<file path="src/rtl/led_pkg.sv">
// Shared definitions for the LED pattern generator.
// Mode encodings and the 2-bit mode type.
package led_pkg;

    typedef enum logic [1:0] {
        MODE_COUNT = 2'd0,
        MODE_SCAN  = 2'd1,
        MODE_BLINK = 2'd2,
        MODE_FADE  = 2'd3
    } mode_t;

    localparam mode_t MODE_RESET = MODE_COUNT;

endpackage

</file>
<file path="src/rtl/tick_prescaler.sv">
// Step-rate prescaler: free-running divide-by-DIV while run=1,
// single-step pulses while run=0.
module tick_prescaler #(
    parameter int DIV = 4194304
) (
    input  logic clk,
    input  logic resetn,
    input  logic run,
    input  logic step,
    output logic tick
);

    localparam int CW = $clog2(DIV);
    localparam logic [CW-1:0] LAST = CW'(DIV - 1);

    logic [CW-1:0] cnt_q, cnt_d;
    logic          tick_q, tick_d;

    always_comb begin
        cnt_d  = cnt_q;
        tick_d = 1'b0;
        if (run) begin
            if (cnt_q == LAST) begin
                cnt_d  = '0;
                tick_d = 1'b1;
            end else begin
                cnt_d = cnt_q + CW'(1);
            end
        end else begin
            // Prescaler frozen; each step pulse becomes one tick.
            tick_d = step;
        end
    end

    always_ff @(posedge clk or negedge resetn) begin
        if (!resetn) begin
            cnt_q  <= '0;
            tick_q <= 1'b0;
        end else begin
            cnt_q  <= cnt_d;
            tick_q <= tick_d;
        end
    end

    assign tick = tick_q;

endmodule

</file>
<file path="src/rtl/led_pattern_gen.sv">
// LED pattern generator: COUNT, SCAN, BLINK and FADE patterns
// advanced once per prescaler tick.
module led_pattern_gen
    import led_pkg::*;
#(
    parameter int N_LEDS = 8,
    parameter int DIV    = 4194304,
    parameter int PWM_W  = 8
) (
    input  logic              clk,
    input  logic              resetn,
    input  logic              run,
    input  logic              step,
    input  logic [1:0]        mode,
    output logic [N_LEDS-1:0] led,
    output logic              tick,
    output logic [1:0]        mode_active
);

    localparam logic [N_LEDS-1:0] SCAN_INIT = N_LEDS'(1);
    localparam logic [PWM_W-1:0]  DUTY_MAX  = '1;

    logic              tick_w;
    mode_t             mode_req;

    mode_t             act_q, act_d;
    logic [N_LEDS-1:0] count_q, count_d;
    logic [N_LEDS-1:0] scan_q, scan_d;
    logic              scan_up_q, scan_up_d;
    logic              blink_q, blink_d;
    logic [PWM_W-1:0]  duty_q, duty_d;
    logic              duty_up_q, duty_up_d;
    logic [PWM_W-1:0]  pwm_q, pwm_d;
    logic [N_LEDS-1:0] led_q, led_d;

    tick_prescaler #(
        .DIV (DIV)
    ) u_prescaler (
        .clk    (clk),
        .resetn (resetn),
        .run    (run),
        .step   (step),
        .tick   (tick_w)
    );

    assign mode_req = mode_t'(mode);

    always_comb begin
        act_d     = act_q;
        count_d   = count_q;
        scan_d    = scan_q;
        scan_up_d = scan_up_q;
        blink_d   = blink_q;
        duty_d    = duty_q;
        duty_up_d = duty_up_q;
        pwm_d     = pwm_q + PWM_W'(1);
        led_d     = '0;

        if (tick_w) begin
            if (mode_req != act_q) begin
                // A mode change restarts the new pattern instead of advancing.
                act_d = mode_req;
                unique case (mode_req)
                    MODE_COUNT: count_d = '0;
                    MODE_SCAN: begin
                        scan_d    = SCAN_INIT;
                        scan_up_d = 1'b1;
                    end
                    MODE_BLINK: blink_d = 1'b0;
                    MODE_FADE: begin
                        duty_d    = '0;
                        duty_up_d = 1'b1;
                    end
                endcase
            end else begin
                unique case (act_q)
                    MODE_COUNT: count_d = count_q + N_LEDS'(1);
                    MODE_SCAN: begin
                        if (scan_up_q) begin
                            if (scan_q[N_LEDS-1]) begin
                                scan_up_d = 1'b0;
                                scan_d    = scan_q >> 1;
                            end else begin
                                scan_d = scan_q << 1;
                            end
                        end else begin
                            if (scan_q[0]) begin
                                scan_up_d = 1'b1;
                                scan_d    = scan_q << 1;
                            end else begin
                                scan_d = scan_q >> 1;
                            end
                        end
                    end
                    MODE_BLINK: blink_d = ~blink_q;
                    MODE_FADE: begin
                        if (duty_up_q) begin
                            if (duty_q == DUTY_MAX) begin
                                duty_up_d = 1'b0;
                                duty_d    = duty_q - PWM_W'(1);
                            end else begin
                                duty_d = duty_q + PWM_W'(1);
                            end
                        end else begin
                            if (duty_q == '0) begin
                                duty_up_d = 1'b1;
                                duty_d    = duty_q + PWM_W'(1);
                            end else begin
                                duty_d = duty_q - PWM_W'(1);
                            end
                        end
                    end
                endcase
            end
        end

        // LED drive is registered from the next-state pattern values.
        unique case (act_d)
            MODE_COUNT: led_d = count_d;
            MODE_SCAN:  led_d = scan_d;
            MODE_BLINK: led_d = {N_LEDS{blink_d}};
            MODE_FADE:  led_d = {N_LEDS{pwm_d < duty_d}};
        endcase
    end

    always_ff @(posedge clk or negedge resetn) begin
        if (!resetn) begin
            act_q     <= MODE_RESET;
            count_q   <= '0;
            scan_q    <= SCAN_INIT;
            scan_up_q <= 1'b1;
            blink_q   <= 1'b0;
            duty_q    <= '0;
            duty_up_q <= 1'b1;
            pwm_q     <= '0;
            led_q     <= '0;
        end else begin
            act_q     <= act_d;
            count_q   <= count_d;
            scan_q    <= scan_d;
            scan_up_q <= scan_up_d;
            blink_q   <= blink_d;
            duty_q    <= duty_d;
            duty_up_q <= duty_up_d;
            pwm_q     <= pwm_d;
            led_q     <= led_d;
        end
    end

    assign led         = led_q;
    assign tick        = tick_w;
    assign mode_active = act_q;

endmodule

</file>
<file path="config.mk">
export PLATFORM = sky130hd
export DESIGN_NAME = led_pattern_gen
export DESIGN_NICKNAME = d
export VERILOG_FILES = /design/src/rtl/led_pkg.sv /design/src/rtl/tick_prescaler.sv /design/src/rtl/led_pattern_gen.sv
export SDC_FILE = /design/constraint.sdc
export NUM_CORES = 1
export LEC_CHECK = 0
export ABC_AREA = 1
export BUFFER_PORTS_ARGS = -buffer_cell sky130_fd_sc_hd__buf_2
export CORE_MARGIN = 2
export CORE_UTILIZATION = 45
export CTS_CLUSTER_SIZE = 25
export DETAILED_ROUTE_END_ITERATION = 12
export PLACE_DENSITY = 0.6
export SETUP_SLACK_MARGIN = 0.05
export SLEW_MARGIN = 40
export SYNTH_ARGS = -nofsm -noshare
export SYNTH_HDL_FRONTEND = slang
export SYNTH_SLANG_ARGS = --single-unit
</file>
<file path="constraint.sdc">
create_clock -name clk -period 2.6 [get_ports clk]
set_input_delay 0.26 -clock clk [delete_from_list [all_inputs] [get_ports clk]]
set_output_delay 0.26 -clock clk [all_outputs]
set_load 0.02 [all_outputs]
</file>
; Word-level counts from Yosys, hierarchy flattened
; Cells that the tools add are included.
[word_totals]
regBits = 68
in_bits = 6
output_inout_bits = 11
word_cells = 80
[classes]
add_sub_neg = 5
n_lt_le_gt_ge = 1
eq_ne = 14
mux = 40
n_bitwise = 1
reduce_logical = 8
[ops]
columns = cell, n
row1 = 2-to-1 mux 8 bit, 18
row2 = case mux 8 bit (4 select lines), 1
row3 = "adder 8 x 1 -> 8 bit, second input constant", 3
row4 = "adder 22 x 1 -> 22 bit, second input constant", 1
row5 = "equality test 22 bit, second input constant", 1
row6 = 2-to-1 mux 22 bit, 1
row7 = 2-to-1 mux 1 bit, 18
row8 = "equality test 2 bit, second input constant", 6
row9 = "equality test 8 bit, second input constant", 1
row10 = zero test 8 bit, 1
row11 = less-than comparator 8 bit, 1
row12 = "subtractor 8 x 1 -> 8 bit, second input constant", 1
row13 = "equality test 2 x 1 -> 1 bit, second input constant", 3
row14 = zero test 2 bit, 3
row15 = AND reduction 3 bit, 2
row16 = 2-to-1 mux 2 bit, 2
row17 = "inequality test 2 x 1 -> 1 bit, second input constant", 2
row18 = nonzero test 2 bit, 2
row19 = inequality test 2 bit, 1
row20 = NOT 1 bit, 1

; Depth between registers and ports, before layout
[logic_depth]
depth_word = 8
mapped_depth = 19
ltp_nobuf = 18

; Hierarchy
; Synthesis repeated with hierarchy kept, for this count alone.
[hier_totals]
cells_unflattened = 516
hier_area_um2 = 3970.1
[by_module_without_submodules]
columns = mod, n_inst, cells_each, area_per_inst_um2, seq_area_each_um2
row1 = led_pattern_gen, 1, 343, 2657.5, 1129.8
row2 = tick_prescaler, 1, 173, 1312.5, 575.6

; Worst setup path after synthesis
; Ideal clock, no wire load.
[synth_path]
kind = reg-to-reg
start = register duty_q[0]
end = register led_q[0], in the netlist led[0]
setup_time_ns = 0.072
arrival_ns = 2.477
t_required_ns = 2.528
slack_ns = 0.051
stages_incl_launch_ff = 17
path_buffers = 1
synth_period_minus_slack_ns = 2.549
cell_sequence = dfrtp_1 > inv_1 > ha_1 > nand3_1 > o21ai_2 > o21ai_2 > buf_6 > nor3_2 > o21ai_2 > o21ai_1 > o21ai_2 > ha_1 > a21oi_1 > nor2_1 > a211oi_1 > nand3_4 > nand4_1
[synth_between]
elab_chain_cells = 8
elab_cells_between_ends = 13
classes_between = add/sub (2) / order compare (1) / eq/ne (1) / mux (8) / reduce/logical (1)
[synth_lines]
columns = element, line
row1 = start: declaration, led_pattern_gen.sv:31  ; logic [PWM_W-1:0] duty_q, duty_d;
row2 = start signal: assignment, led_pattern_gen.sv:143  ; duty_q <= duty_d;
row3 = subtractor 8 x 1 -> 8 bit (tied with other cells), "led_pattern_gen.sv:100, led_pattern_gen.sv:109"
row4 = "2-to-1 mux 8 bit, on equally long branches", "led_pattern_gen.sv:105, led_pattern_gen.sv:98"
row5 = 2-to-1 mux 8 bit, led_pattern_gen.sv:97  ; if (duty_up_q) begin
row6 = 2-to-1 mux 8 bit, led_pattern_gen.sv:76  ; unique case (act_q)
row7 = 2-to-1 mux 8 bit, led_pattern_gen.sv:60  ; if (mode_req != act_q) begin
row8 = 2-to-1 mux 8 bit *, led_pattern_gen.sv:59  ; if (tick_w) begin
row9 = less-than comparator 8 bit *, led_pattern_gen.sv:122  ; MODE_FADE: led_d = {N_LEDS{pwm_d < duty_d}};
row10 = case mux 8 bit (4 select lines) *, led_pattern_gen.sv:118  ; unique case (act_d)
row11 = via led_d[0], led_pattern_gen.sv:34  ; logic [N_LEDS-1:0] led_q, led_d;
row12 = end signal: assignment, led_pattern_gen.sv:146  ; led_q <= led_d;
row13 = end: declaration, led_pattern_gen.sv:34
; Mark *: on every way through the listed nets, which the timed path passes. The rest lies on a longest branch.
; A chain may end at the register's enable or synchronous reset.

; Worst setup path in the final report
[layout_path]
start = register duty_q[1]
end = register led_q[0], in the netlist led[0]
; The elaborated chain is that of the path after synthesis.

==> impl_metrics.json <==
{
  "post-route-period-util": 1.07,
  "r2r_cells": 17,
  "worst_path_max_delay_cell": "dfrtp_1",
  "worst_pin_slew_ns": 0.608,
  "power_density_nw_per_um2": 693,
  "synth_cells": 490,
  "cts_buffers": 9,
  "dr.pass1.iters": 5,
  "grt_max_degree": 46,
  "synth_nets": 509,
  "drc": 0,
  "io_buffers": 16,
  "clock_latency_ns": 0.34,
  "area_growth_pct": 19.0,
  "start_kind": "flop",
  "core-area_um2": 8300,
  "r2r_slack_ns": -0.17,
  "cts_tree": "done",
  "cp-end-kind": "flop",
  "cp.required_ns": 2.87,
  "n_antenna_cell": 0,
  "initial_core_util": 0.470,
  "synth_top_cell_area_share": 0.417,
  "ys_types": 45,
  "finClkSkew_ns": 0.00980,
  "routedWlPerCell_um": 13.3,
  "synthArstFlopShare": 1.00,
  "maxCapViolCount": 0,
  "synthMuxAreaShare": 0,
  "violations": "negative setup slack",
  "die_x_um": 97.1,
  "hold_start": "step",
  "yosys_warnings": 0,
  "path_cells": "ha_2, nand3_2, nor2_1, nand2_1, o21ai_4, buf_6, nor3_2, o21ai_2, o21ai_1, o21ai_2, ha_1, a21oi_2, nor2_2, a211oi_2, buf_4, nand3_4, nand4_1",
  "synth_top_family_by_area": "simple AND/OR/NAND/NOR gates",
  "dp_slack_ns": -0.150,
  "mostFrequentLayoutCell": "nand2_1",
  "ys.flop_type": "dfrtp_1",
  "synth_xor_area_frac": 0.0314,
  "min_to": "u_prescaler.tick",
  "clkTransAtPathRegs_ns": 0.08,
  "avgSynthCellArea_um2": 7.97,
  "synth-seq-cells": 68,
  "wl_met1_mm": 4.16,
  "status": "finished with violations",
  "r2r_start": "duty_q[1]",
  "max_freq_mhz": 361,
  "vdd_drop_max_v": 0.000269,
  "holdPathStages": 3,
  "grt_overflow": 0,
  "hpwl_mm": 6.46,
  "synth-compound-area-share": 0.121,
  "utilization": 0.560,
  "rows": 33,
  "antenna_found_initial": 0,
  "hold_violations": 0,
  "root_buffer": "clkbuf_8",
  "synth_edf_count": 0,
  "p_leak_nw": 2.33,
  "critPathMaxStageDelay_ns": 0.41,
  "grt_first_pass_wirelength_mm": 15.0,
  "highest_layer": "met4",
  "via_per_inst": 5.12,
  "ant_nets": 0,
  "synthAdderAreaFrac": 0.0417,
  "clockBufferDepth": 2,
  "track_usage": 0.194,
  "yosysTopAreaCell": "dfrtp_1",
  "fin_crit_ns": 2.77,
  "met3WireLength_um": 263,
  "timing.critical_path.arrival_ns": 3.04,
  "finalPower_w": 0.00322,
  "clock-sinks": 68,
  "initialDrtViolationCount": 111,
  "boundaryPins": 17,
  "worst-setup-path-type": "flop to flop",
  "most-common-layout-cells": "nand2_1 (101), inv_1 (70), dfrtp_1 (65), nor2_1 (46), buf_4 (26)",
  "hold_ws_ns": 0.147,
  "hold_class": "input port to flop",
  "die_area_um2": 9440,
  "routed_wl_mm": 8.69,
  "cts.htree.levels": 3,
  "routed-wl-met2_mm": 4.14,
  "finalSetupViolations": 8,
  "chipHeight_um": 97.1,
  "fin_nets": 563,
  "maxSlewViolCount": 0,
  "layout-drive-gt1-share": 0.222,
  "fin_ws_ns": -0.173,
  "rsz0062_at_grt": "true",
  "rr_endpoint": "led[0]",
  "crit_top_cell": "o21ai_2",
  "syn_area_um2": 3900,
  "globalplace.congestion": 0.907,
  "synth_area_leaders": "dfrtp_1 (42%), nand2_1 (10%), inv_1 (6.8%)",
  "vias": 3346,
  "synth_seq_area_share": 0.437,
  "maxSlewHeadroom": 0.595,
  "crit_fanout": 8,
  "grt_pass1_vias": 3279,
  "yosys.area_share.simple": 0.282
}
[final cells by class]
class	instances	area [um2]
Multi-Input combinational cell	336	1940
Timing Repair Buffer	46	328
Inverter	83	314
Tap cell	105	131
Clock buffer	13	159
Clock inverter	3	68.8
Sequential cell	68	1710
Fill cell	759	3650
[worst max-delay path: cells and delay by family, from the launching register on]
kind	cells	cell delay [ns]
buffers and inverters	2	0.28
DFF	1	0.41
and+or+nand+nor	7	0.62
AOI/OAI and AO/OA	6	0.89
adders and majority gates	2	0.48
[per-layer routing]
| layer | track usage | vias to the layer above |
|---|---|---|
| met3 | 0.0453 | 15 |
| met4 | 0.0585 | 0 |
| met2 | 0.309 | 56 |
| met5 | 0 | - |
| li1 | - | 1717 |
| met1 | 0.265 | 1558 |
[cells by family after synthesis]
group / count (synthesis)
AND/OR/NAND/NOR: 229
AO/OA/AOI/OAI: 80
XOR/XNOR: 14
adder cells (fa/ha/maj): 13
flip-flops: 68
buffers and inverters: 86
[where the power goes]
group          internal, W  switching, W  total [W]
logic             0.000343      0.000537   0.000881
registers          0.00122      0.000128    0.00134
clock network     0.000595      0.000397   0.000992
total              0.00216       0.00106    0.00322
[sequential cells by signal, summed over array words and instances (netlist names)]
name               flops
u_prescaler.cnt_q     22
pwm_q                  8
mode_active            2
scan_q                 8
scan_up_q              1
count_q                8
blink_q                1
u_prescaler.tick       1
led                    8
duty_up_q              1
duty_q                 8
[Yosys cell counts (3+ instances only)]
| cell type | number |
|---|---|
| o21ai_1 | 13 |
| a211oi_1 | 3 |
| ha_1 | 13 |
| nor2_1 | 48 |
| nand4_1 | 14 |
| xor2_1 | 12 |
| dfrtp_1 | 65 |
| dfstp_2 | 3 |
| nand2_2 | 5 |
| nor2_2 | 3 |
| a21oi_1 | 19 |
| nand3_2 | 3 |
| o22ai_1 | 4 |
| nor4_1 | 4 |
| inv_2 | 11 |
| inv_1 | 71 |
| nor3_1 | 10 |
| nand2_1 | 106 |
| o21ai_0 | 24 |
| o21ai_2 | 5 |
| nand3_1 | 21 |
[stage by stage]
step	setup TNS, ns	instance area [um2]	std cells
4_1_cts	-0.552	4540	650
5_1_grt	-2.86	4650	654
2_1_floorplan	0	3900	490
3_5_place_dp	-1.11	4240	627
6_report	-1.27	4650	654
3_3_place_gp	-0.111	4240	627
[worst max-delay path by stage]
stage / slack, ns / cells past startpoint / from / to
after detailed placement: -0.15 / 17 / duty_q[1] / led[3]
after global placement: -0.02 / 17 / duty_q[1] / led[6]
after floorplan: 0.05 / 16 / duty_q[0] / led[0]
after CTS: -0.08 / 17 / duty_q[1] / led[4]
after global routing: -0.37 / 18 / duty_q[1] / led[0]
final: -0.17 / 17 / duty_q[1] / led[0]
[timing repair]
| item | 4_1_cts | 5_1_grt |
|---|---|---|
| gates resized for setup | 4 | 17 |
| pin swaps | 7 | 10 |
| hold buffers | 1 | 0 |
| hold endpoints to repair | 22 | 0 |
| setup endpoints to repair | 8 | 8 |
| buffers inserted | 6 | 4 |
Note: power is estimated with default switching activity, not from simulation.
